## config.mk

```make
export PLATFORM = sky130hd
export DESIGN_NAME = car_detector_flat
export DESIGN_NICKNAME = d
export VERILOG_FILES = /design/src/rtl/car_detector_if.sv /design/src/rtl/car_detector.sv /design/src/flat_wrapper.sv
export SDC_FILE = /design/constraint.sdc
export NUM_CORES = 1
export LEC_CHECK = 0
export BUFFER_PORTS_ARGS = -buffer_cell sky130_fd_sc_hd__buf_2
export CORE_MARGIN = 2
export CORE_UTILIZATION = 57
export DETAILED_ROUTE_END_ITERATION = 7
export GPL_ROUTABILITY_DRIVEN = 0
export PLACE_DENSITY = 0.81
export RECOVER_POWER = 50
export SKIP_CTS_REPAIR_TIMING = 1
export SLEW_MARGIN = 10
export SYNTH_ARGS = -nofsm -noshare
export SYNTH_HDL_FRONTEND = slang
export SYNTH_SLANG_ARGS = --single-unit
```

## constraint.sdc

```tcl
create_clock -name clock -period 3.6 [get_ports clock]
set_input_delay 0.72 -clock clock [delete_from_list [all_inputs] [get_ports clock]]
set_output_delay 0.72 -clock clock [all_outputs]
set_load 0.1 [all_outputs]
```

## src/rtl/car_detector_if.sv

```systemverilog
// ---------------------------------------------------------------------------
// car_detector_if
//   Signal bundle between a road junction controller / sensor front end and
//   the car_detector block.
//
//   sense1, sense2 : raw loop sensors (asynchronous, high while a car is present)
//   lightseq[5:0]  : junction lights {R1, A1, G1, R2, A2, G2}
//   D1, D2         : registered "cars waiting" requests per road
//   wait1, wait2   : registered waiting-car counts per road
//
//   There is no valid/ready handshake on this bundle. Every signal is a
//   level that is sampled or updated on each rising clock edge.
//
//   modport master : drives the sensors and lights, observes the results
//   modport slave  : the detector itself
// ---------------------------------------------------------------------------
interface car_detector_if #(
  parameter int CNT_W = 4
);
  logic             sense1;
  logic             sense2;
  logic [5:0]       lightseq;
  logic             D1;
  logic             D2;
  logic [CNT_W-1:0] wait1;
  logic [CNT_W-1:0] wait2;

  modport master (
    output sense1, sense2, lightseq,
    input  D1, D2, wait1, wait2
  );

  modport slave (
    input  sense1, sense2, lightseq,
    output D1, D2, wait1, wait2
  );
endinterface

```

## src/rtl/car_detector.sv

```systemverilog
// ---------------------------------------------------------------------------
// car_detector
//   Counts vehicles queuing at a two-road junction. Each road's raw loop
//   sensor is synchronised and then debounced. Every debounced 0->1 edge
//   produces one arrival pulse, and each arrival adds one to that road's
//   waiting count. The count saturates at its maximum value and clears on
//   any cycle in which that road's green light is on.
//
//   Ports
//     clock     : system clock, rising edge
//     reset     : asynchronous, active-low
//     bus.slave : sense1/sense2 and lightseq in; D1/D2 and wait1/wait2 out
//
//   Parameters
//     DEBOUNCE : stable synchronised cycles needed to accept a level change (1..15)
//     CNT_W    : width of each waiting counter
//
//   Road 1 uses array index 0 and road 2 uses index 1. The two roads share
//   no state.
// ---------------------------------------------------------------------------
module car_detector #(
  parameter int DEBOUNCE = 4,
  parameter int CNT_W    = 4
) (
  input  logic           clock,
  input  logic           reset,
  car_detector_if.slave  bus
);

  localparam int               DCW      = 4;
  localparam logic [DCW-1:0]   DEB_LAST = DCW'(DEBOUNCE - 1);
  localparam logic [CNT_W-1:0] WAIT_MAX = {CNT_W{1'b1}};

  logic [1:0] w_sense;
  logic [1:0] w_green;

  assign w_sense = {bus.sense2, bus.sense1};
  // Only the green bits matter. Amber and red never touch the counters.
  assign w_green = {bus.lightseq[0], bus.lightseq[3]};

  logic [1:0]       r_sync1;
  logic [1:0]       r_sync2;
  logic [1:0]       r_deb;
  logic [1:0]       r_arr;
  logic [1:0]       r_req;
  logic [DCW-1:0]   r_dcnt [2];
  logic [CNT_W-1:0] r_wait [2];
  logic [CNT_W-1:0] w_wait_nxt [2];

  // Next waiting count. Green takes priority over a coincident arrival.
  // The request flag is derived from this value so that it is registered on
  // the same edge as the count.
  always_comb begin
    for (int i = 0; i < 2; i++) begin
      w_wait_nxt[i] = r_wait[i];
      if (w_green[i]) begin
        w_wait_nxt[i] = '0;
      end else if (r_arr[i] && (r_wait[i] != WAIT_MAX)) begin
        w_wait_nxt[i] = r_wait[i] + 1'b1;
      end
    end
  end

  always_ff @(posedge clock or negedge reset) begin
    if (!reset) begin
      r_sync1 <= '0;
      r_sync2 <= '0;
      r_deb   <= '0;
      r_arr   <= '0;
      r_req   <= '0;
      for (int i = 0; i < 2; i++) begin
        r_dcnt[i] <= '0;
        r_wait[i] <= '0;
      end
    end else begin
      r_sync1 <= w_sense;
      r_sync2 <= r_sync1;
      for (int i = 0; i < 2; i++) begin
        r_arr[i] <= 1'b0;
        if (r_sync2[i] == r_deb[i]) begin
          r_dcnt[i] <= '0;
        end else if (r_dcnt[i] == DEB_LAST) begin
          // This is the DEBOUNCE-th consecutive differing sample, so the
          // new level is accepted now. The arrival pulse is raised on the
          // same edge, but only for a rising edge of the debounced level.
          r_deb[i]  <= ~r_deb[i];
          r_dcnt[i] <= '0;
          r_arr[i]  <= ~r_deb[i];
        end else begin
          r_dcnt[i] <= r_dcnt[i] + 1'b1;
        end
        r_wait[i] <= w_wait_nxt[i];
        r_req[i]  <= (w_wait_nxt[i] != '0);
      end
    end
  end

  assign bus.D1    = r_req[0];
  assign bus.D2    = r_req[1];
  assign bus.wait1 = r_wait[0];
  assign bus.wait2 = r_wait[1];

endmodule

```

## src/flat_wrapper.sv

```systemverilog
// flat-port wrapper written by rule: the top's interface ports become plain ports
module car_detector_flat 
#(
  parameter int DEBOUNCE = 4,
  parameter int CNT_W    = 4
)
  (clock, reset, bus_sense1, bus_sense2, bus_lightseq, bus_D1, bus_D2, bus_wait1, bus_wait2);
  car_detector_if #(.CNT_W(CNT_W)) bus_i ();
  input  logic clock;
  input  logic reset;
  input wire logic [$bits(bus_i.sense1)-1:0] bus_sense1;
  input wire logic [$bits(bus_i.sense2)-1:0] bus_sense2;
  input wire logic [$bits(bus_i.lightseq)-1:0] bus_lightseq;
  output wire logic [$bits(bus_i.D1)-1:0] bus_D1;
  output wire logic [$bits(bus_i.D2)-1:0] bus_D2;
  output wire logic [$bits(bus_i.wait1)-1:0] bus_wait1;
  output wire logic [$bits(bus_i.wait2)-1:0] bus_wait2;
  assign bus_i.sense1 = bus_sense1;
  assign bus_i.sense2 = bus_sense2;
  assign bus_i.lightseq = bus_lightseq;
  assign bus_D1 = bus_i.D1;
  assign bus_D2 = bus_i.D2;
  assign bus_wait1 = bus_i.wait1;
  assign bus_wait2 = bus_i.wait2;
  car_detector #(.DEBOUNCE(DEBOUNCE), .CNT_W(CNT_W)) u_core (.clock(clock), .reset(reset), .bus(bus_i));
endmodule
```

# Word-level counts from Yosys, hierarchy flattened
# Index checks and enable logic that the tools add are counted.
# totals
register_bits,26
latch_bits,0
ram_bits,0
romBits,0
in_bits,10
wordCells,42
n_memories,0
# classes
n_addsub,4
n_mul,0
div_mod_pow,0
n_lt_le_gt_ge,0
eq_ne,6
shift,0
mux,12
bitwise,4
reduce_logical,6
# op_table
cell,n
$mux 4,8
$add 4x1->4 const B,4
$eq 4x2->1 const B,2
$ne 4x4->1 const B,2
$reduce_bool 4->1,2
$mux 1,4
$not 1->1,4
$reduce_and 2->1,2
$eq 1x1->1,2
$logic_and 1x1->1,2

# Depth between registers and ports, before layout
# logic_depth
ltp_word,5
depth_mapped,5
depth_no_buf,5

# Worst setup path before layout
# OpenSTA, ideal clock, no wires.
# synth_timing
kind,flip-flop to flip-flop
startpoint,register u_core.r_wait (netlist bit u_core.bus.wait1[0])
endpoint,register u_core.r_req[0]
setup_ns,0.082
arrival_ns,2.044
required_time_ns,3.518
setup_slack_ns,1.474
stages_incl_launch_ff,6
path_buffers,0
period_less_slack_ns,2.126
path_cell_list,dfrtp_1 -> ha_1 -> nand3_1 -> nand2_1 -> mux2_2 -> a31oi_1
# synth_via
elab_chain_cells,5
# synth_lines
item,line,rtl
"start, declared",car_detector.sv:47,logic [CNT_W-1:0] r_wait [2];
"start signal, assigned by index",car_detector.sv:92,r_wait[i] <= w_wait_nxt[i];
"parallel branches: the longest is 2 deep, another holds $add 4x1->4",--,
$mux 4 *,car_detector.sv:58,end else if (r_arr[i] && (r_wait[i] != WAIT_MAX)) begin
$mux 4 *,car_detector.sv:56,if (w_green[i]) begin
$reduce_bool 4->1 *,car_detector.sv:93,r_req[i] <= (w_wait_nxt[i] != '0);
"end signal, assigned by index",car_detector.sv:93,
"end, declared",car_detector.sv:45,logic [1:0] r_req;
# Mark *: on every way between the ends.
# A chain may end at the register's enable or synchronous reset.

# Worst setup path after layout
# layout_timing
startpoint,register u_core.r_wait (netlist bit u_core.bus.wait1[0])
endpoint,output port bus_wait1[0]
# layout_lines
item,line,rtl
"end, declared",flat_wrapper.sv:16,output wire logic [$bits(bus_i.wait1)-1:0] bus_wait1;
# No word-level cell between the ends.

==> results <==
- The run finished with clean final reports.
- The floorplan step defined a die boundary enclosing around 2300 sq um.
- The first TritonRoute pass finished after 4 iterations.
- Total power for the finished layout comes to approximately 690 uW.
- The tightest min-delay check is of the flop to flop type.
- The TritonCTS clock tree is yes.
- The core area is 1760 sq um.
- Data on the critical path is required at its endpoint by 2.88 ns.
- The power density relative to cell area is approximately 550 nW/um^2.
- The category of the worst setup path capture point is an output pin.
- Once detail routing completed, the nets flagged for antenna violations numbered 0.
- Walking the worst path, the cells encountered are buf_2.
- The total number of vias is 760.
- Based on the critical path, the design can be clocked at up to approximately 500 MHz.
- The number of placed I/O pins is 20.
- The dominant register cell in the synthesized netlist is dfrtp_1.
- The synthesized area per cell is between 10 and 15 sq um.
- Compared with the post-synthesis result, the final layout area differs by 14.4%.
- The worst-path maximum fanout is 6.
- Measured along the x axis, the die boundary spans between 40 and 50 um.
- After synthesis, the cell types taking the most area are dfrtp_1 (59%), ha_1 (4.6%), mux2_2 (4.1%).
- Once the floorplan was initialized, standard cells occupied about three fifths of the core.
- The synthesized netlist occupies a cell area of approximately 1100 sq um.
- The number of nets handed over by synthesis was 107.
- The floorplan has 15 rows.
- The average wire per cell in the routed design is 12.9 um.
- The first-pass GRT wire length is approximately 2.8 mm.
- In the synthesized netlist the async set-or-reset flop fraction comes to between 90% and 100%.
- The finished layout holds about 140 standard cells, fillers aside.
- The detailed-route vias per instance is approximately 5.5.
- The register clock-pin slew on the reported worst setup and hold paths is 0.13 ns.
- The total buffers and inverters traversed by the critical path is 1.
- The count of routing violations after the opening detailed-route iteration is 7.
- The startpoint identified for the worst hold timing path is u_core.r_sync1[0].
- The path with the worst hold slack has its endpoint at u_core.r_sync2[0].
- The tightest slew margin relative to the limit is a little over a tenth.
- Of the cells placed in the final design, the portion with a size suffix greater than 1 is roughly a fifth.
- The endpoint arrival time on the critical path is approximately 1.2 ns.
- The number of buffers created by CTS is 3.
- The end of the worst register-to-register path is u_core.r_req[0].
- The number of max-slew violations in the final report is 0.
- The floorplan step set the die height to approximately 48 um.
- The number of nets in the final layout is between 100 and 150.
- Including well taps, the total number of placed cells is roughly 130.
- The number of antenna violations at the first check in global routing is 0.
- Summed over all cells, the static leakage comes to roughly 0.62 nW.
- Along the worst hold path, the cell count comes to 0.
- Setup violations remaining at the end of the flow were counted as 0.
- The sum of net half-perimeters after detailed placement is 1.27 mm.
- The number of enable flip-flop cells after synthesis is 0.
- The post-route clock period utilization is between 50 and 60%.
- For this run, the number of Yosys warnings is 0.
- The number of global-route vias before repair is about 700.
- Yosys instantiated no cell more often than dfrtp_1.
- In this run the register-to-register setup slack is a little over 2 ns.
- On the final layout, the worst clock skew is 0.00194 ns.
- The total global routing overflow is 0.
- At the pin with the least slew margin, the transition time is between 1 and 1.5 ns.
- The worst setup path is launched from a flop.
- The H-tree depth is 1.
- The cell sitting at the root of the clock tree is a clkbuf_4.
- The type of the worst setup path is flop to output pin.
- In the routed design, unresolved DRC markers number 0.
- By count the netlist is led by dfrtp_1 (26), nor2_1 (10), a21oi_1 (7), nand3_1 (6).
- After routing, the total negative slack on setup checks comes to 0 ns.
- The number of max-cap violations is 0.
- dfrtp_1 takes more of the synthesized area than any other cell.
- The path depth of the worst reg2reg path is 5.
- Port buffering added 15 buffers.
- Entering global routing, the biggest net connects 27 pins.
- Summed over its instances, the top area cell type makes up 59.5% of the synthesized netlist area.
- Setup repair after global routing left no endpoint under its margin.
- Broken down by cell family, the worst path's largest delay share belongs to buffers and inverters.
- The count of cell types in the netlist is 23.
- The final routed wirelength across all metal layers is between 1.5 and 2 mm.
- The routed design could run at a clock period as short as 1.94 ns.
- The count of final hold-check violations was 0.
- Synthesis handed over a netlist of between 90 and 100 instances.
- In this run the deepest clock path goes through 2 buffers.
- The overall routing resource usage is 17.9%.
- Clock latency on the worst-skew pair, taken at its later pin, is around 0.31 ns.
- The largest incremental delay on the critical path is roughly 0.46 ns.
- The sequential cell area fraction in the yosys report is between 50% and 60%.
- The cell type of the slowest stage on the worst timing path is buf_2.
- In this run the cell area measured after placement is ~1200 sq um.
- The worst-case IR drop observed on VDD is around 0.38 mV.
- 0 antenna diodes ended up in the layout.
- The number of sinks driven by the clock tree is 26.
- The origin of the critical flop-to-flop path is u_core.bus.wait1[0].
- The final-layout fill cell count is around 140.
- The area of all placed cells without fillers is 1250 sq um.
- The post-synthesis sequential element count is 26.
## layout make-up
| cell class | count | area [sq um] | share of cell area [%] |
|---|---|---|---|
| timing repair buffer | 15 | 73.8 | 5.90 |
| sequential | 26 | 651 | 52.0 |
| multi-input combinational | 66 | 439 | 35.1 |
| clock inverter | 1 | 30.0 | 2.40 |
| tap | 25 | 31.3 | 2.50 |
| inverter | 1 | 3.75 | 0.300 |
| clock buffer | 3 | 22.5 | 1.80 |
## power breakdown
part | internal [mW] | switching [mW]
Clock | 0.112 | 0.0823
Sequential | 0.330 | 0.0279
Combinational | 0.0531 | 0.0801
## registers in the layout (all words and copies together), names as in the netlist
signal,cells
u_core.r_req,2
u_core.r_sync1,2
u_core.r_dcnt,8
u_core.bus.wait2,4
u_core.r_sync2,2
u_core.bus.wait1,4
u_core.r_deb,2
u_core.r_arr,2
## logic make-up after synthesis
group | Yosys count | share of synthesized area, %
buffers and inverters | 1 | 0.343
AOI/OAI and AO/OA | 10 | 4.80
DFF | 26 | 59.5
and+or+nand+nor | 41 | 20.9
adders and majority gates | 4 | 4.58
xor gates and xnor gates | 6 | 4.81
muxes | 5 | 5.03
## cell usage in the layout (no fill, tap or decap)
cell type	n
nand3b_1	2
xnor2_1	2
nand2b_1	3
mux2i_1	1
buf_2	14
o21ai_0	1
clkbuf_4	3
or3_1	1
nor2b_1	3
a31oi_1	2
and3b_1	2
and4b_1	2
mux2_2	4
ha_1	4
or2b_1	1
nand4_1	2
xor2_1	4
clkbuf_1	1
nand2_1	4
inv_1	1
nor3_1	3
nor2_1	10
nand3_1	6
nor3b_1	2
a21oi_1	7
bufinv_16	1
dfrtp_1	26
## layer usage
metal  global-route usage, %  up-vias  wire length, um
li1                        -      366                -
met3                    3.40        2               52
met5                       0        -                0
met2                    30.7       14              896
met1                    21.7      378              805
met4                    8.11        0               13
## how the worst max path moves through the flow
stage               depth (start not counted)              end                 from
floorplan                                   5  u_core.r_req[0]  u_core.bus.wait1[0]
global placement                            1     bus_wait1[0]  u_core.bus.wait1[0]
detailed placement                          1     bus_wait1[0]  u_core.bus.wait1[0]
CTS                                         1     bus_wait1[0]  u_core.bus.wait1[0]
global route                                1     bus_wait1[0]  u_core.bus.wait1[0]
finish                                      1     bus_wait1[0]  u_core.bus.wait1[0]
## worst register-to-register path: cells and delay by family, from the launching register on
family          cells  cell delay (ns)
flops               1             0.45
mux                 1             0.35
simple gates        2             0.26
fa+ha+maj           1             0.25
compound gates      1             0.16
## stage by stage
stage	worst slack (ns)	hold slack (ns)	utilization, %
floorplan	1.47	0.331	-
global placement	2.01	0.332	68.0
detailed placement	2.01	0.340	68.0
CTS	1.64	0.371	71.0
global route	1.57	0.383	70.9
finish	1.66	0.369	70.9
Note: power is estimated with default switching activity, not from simulation.
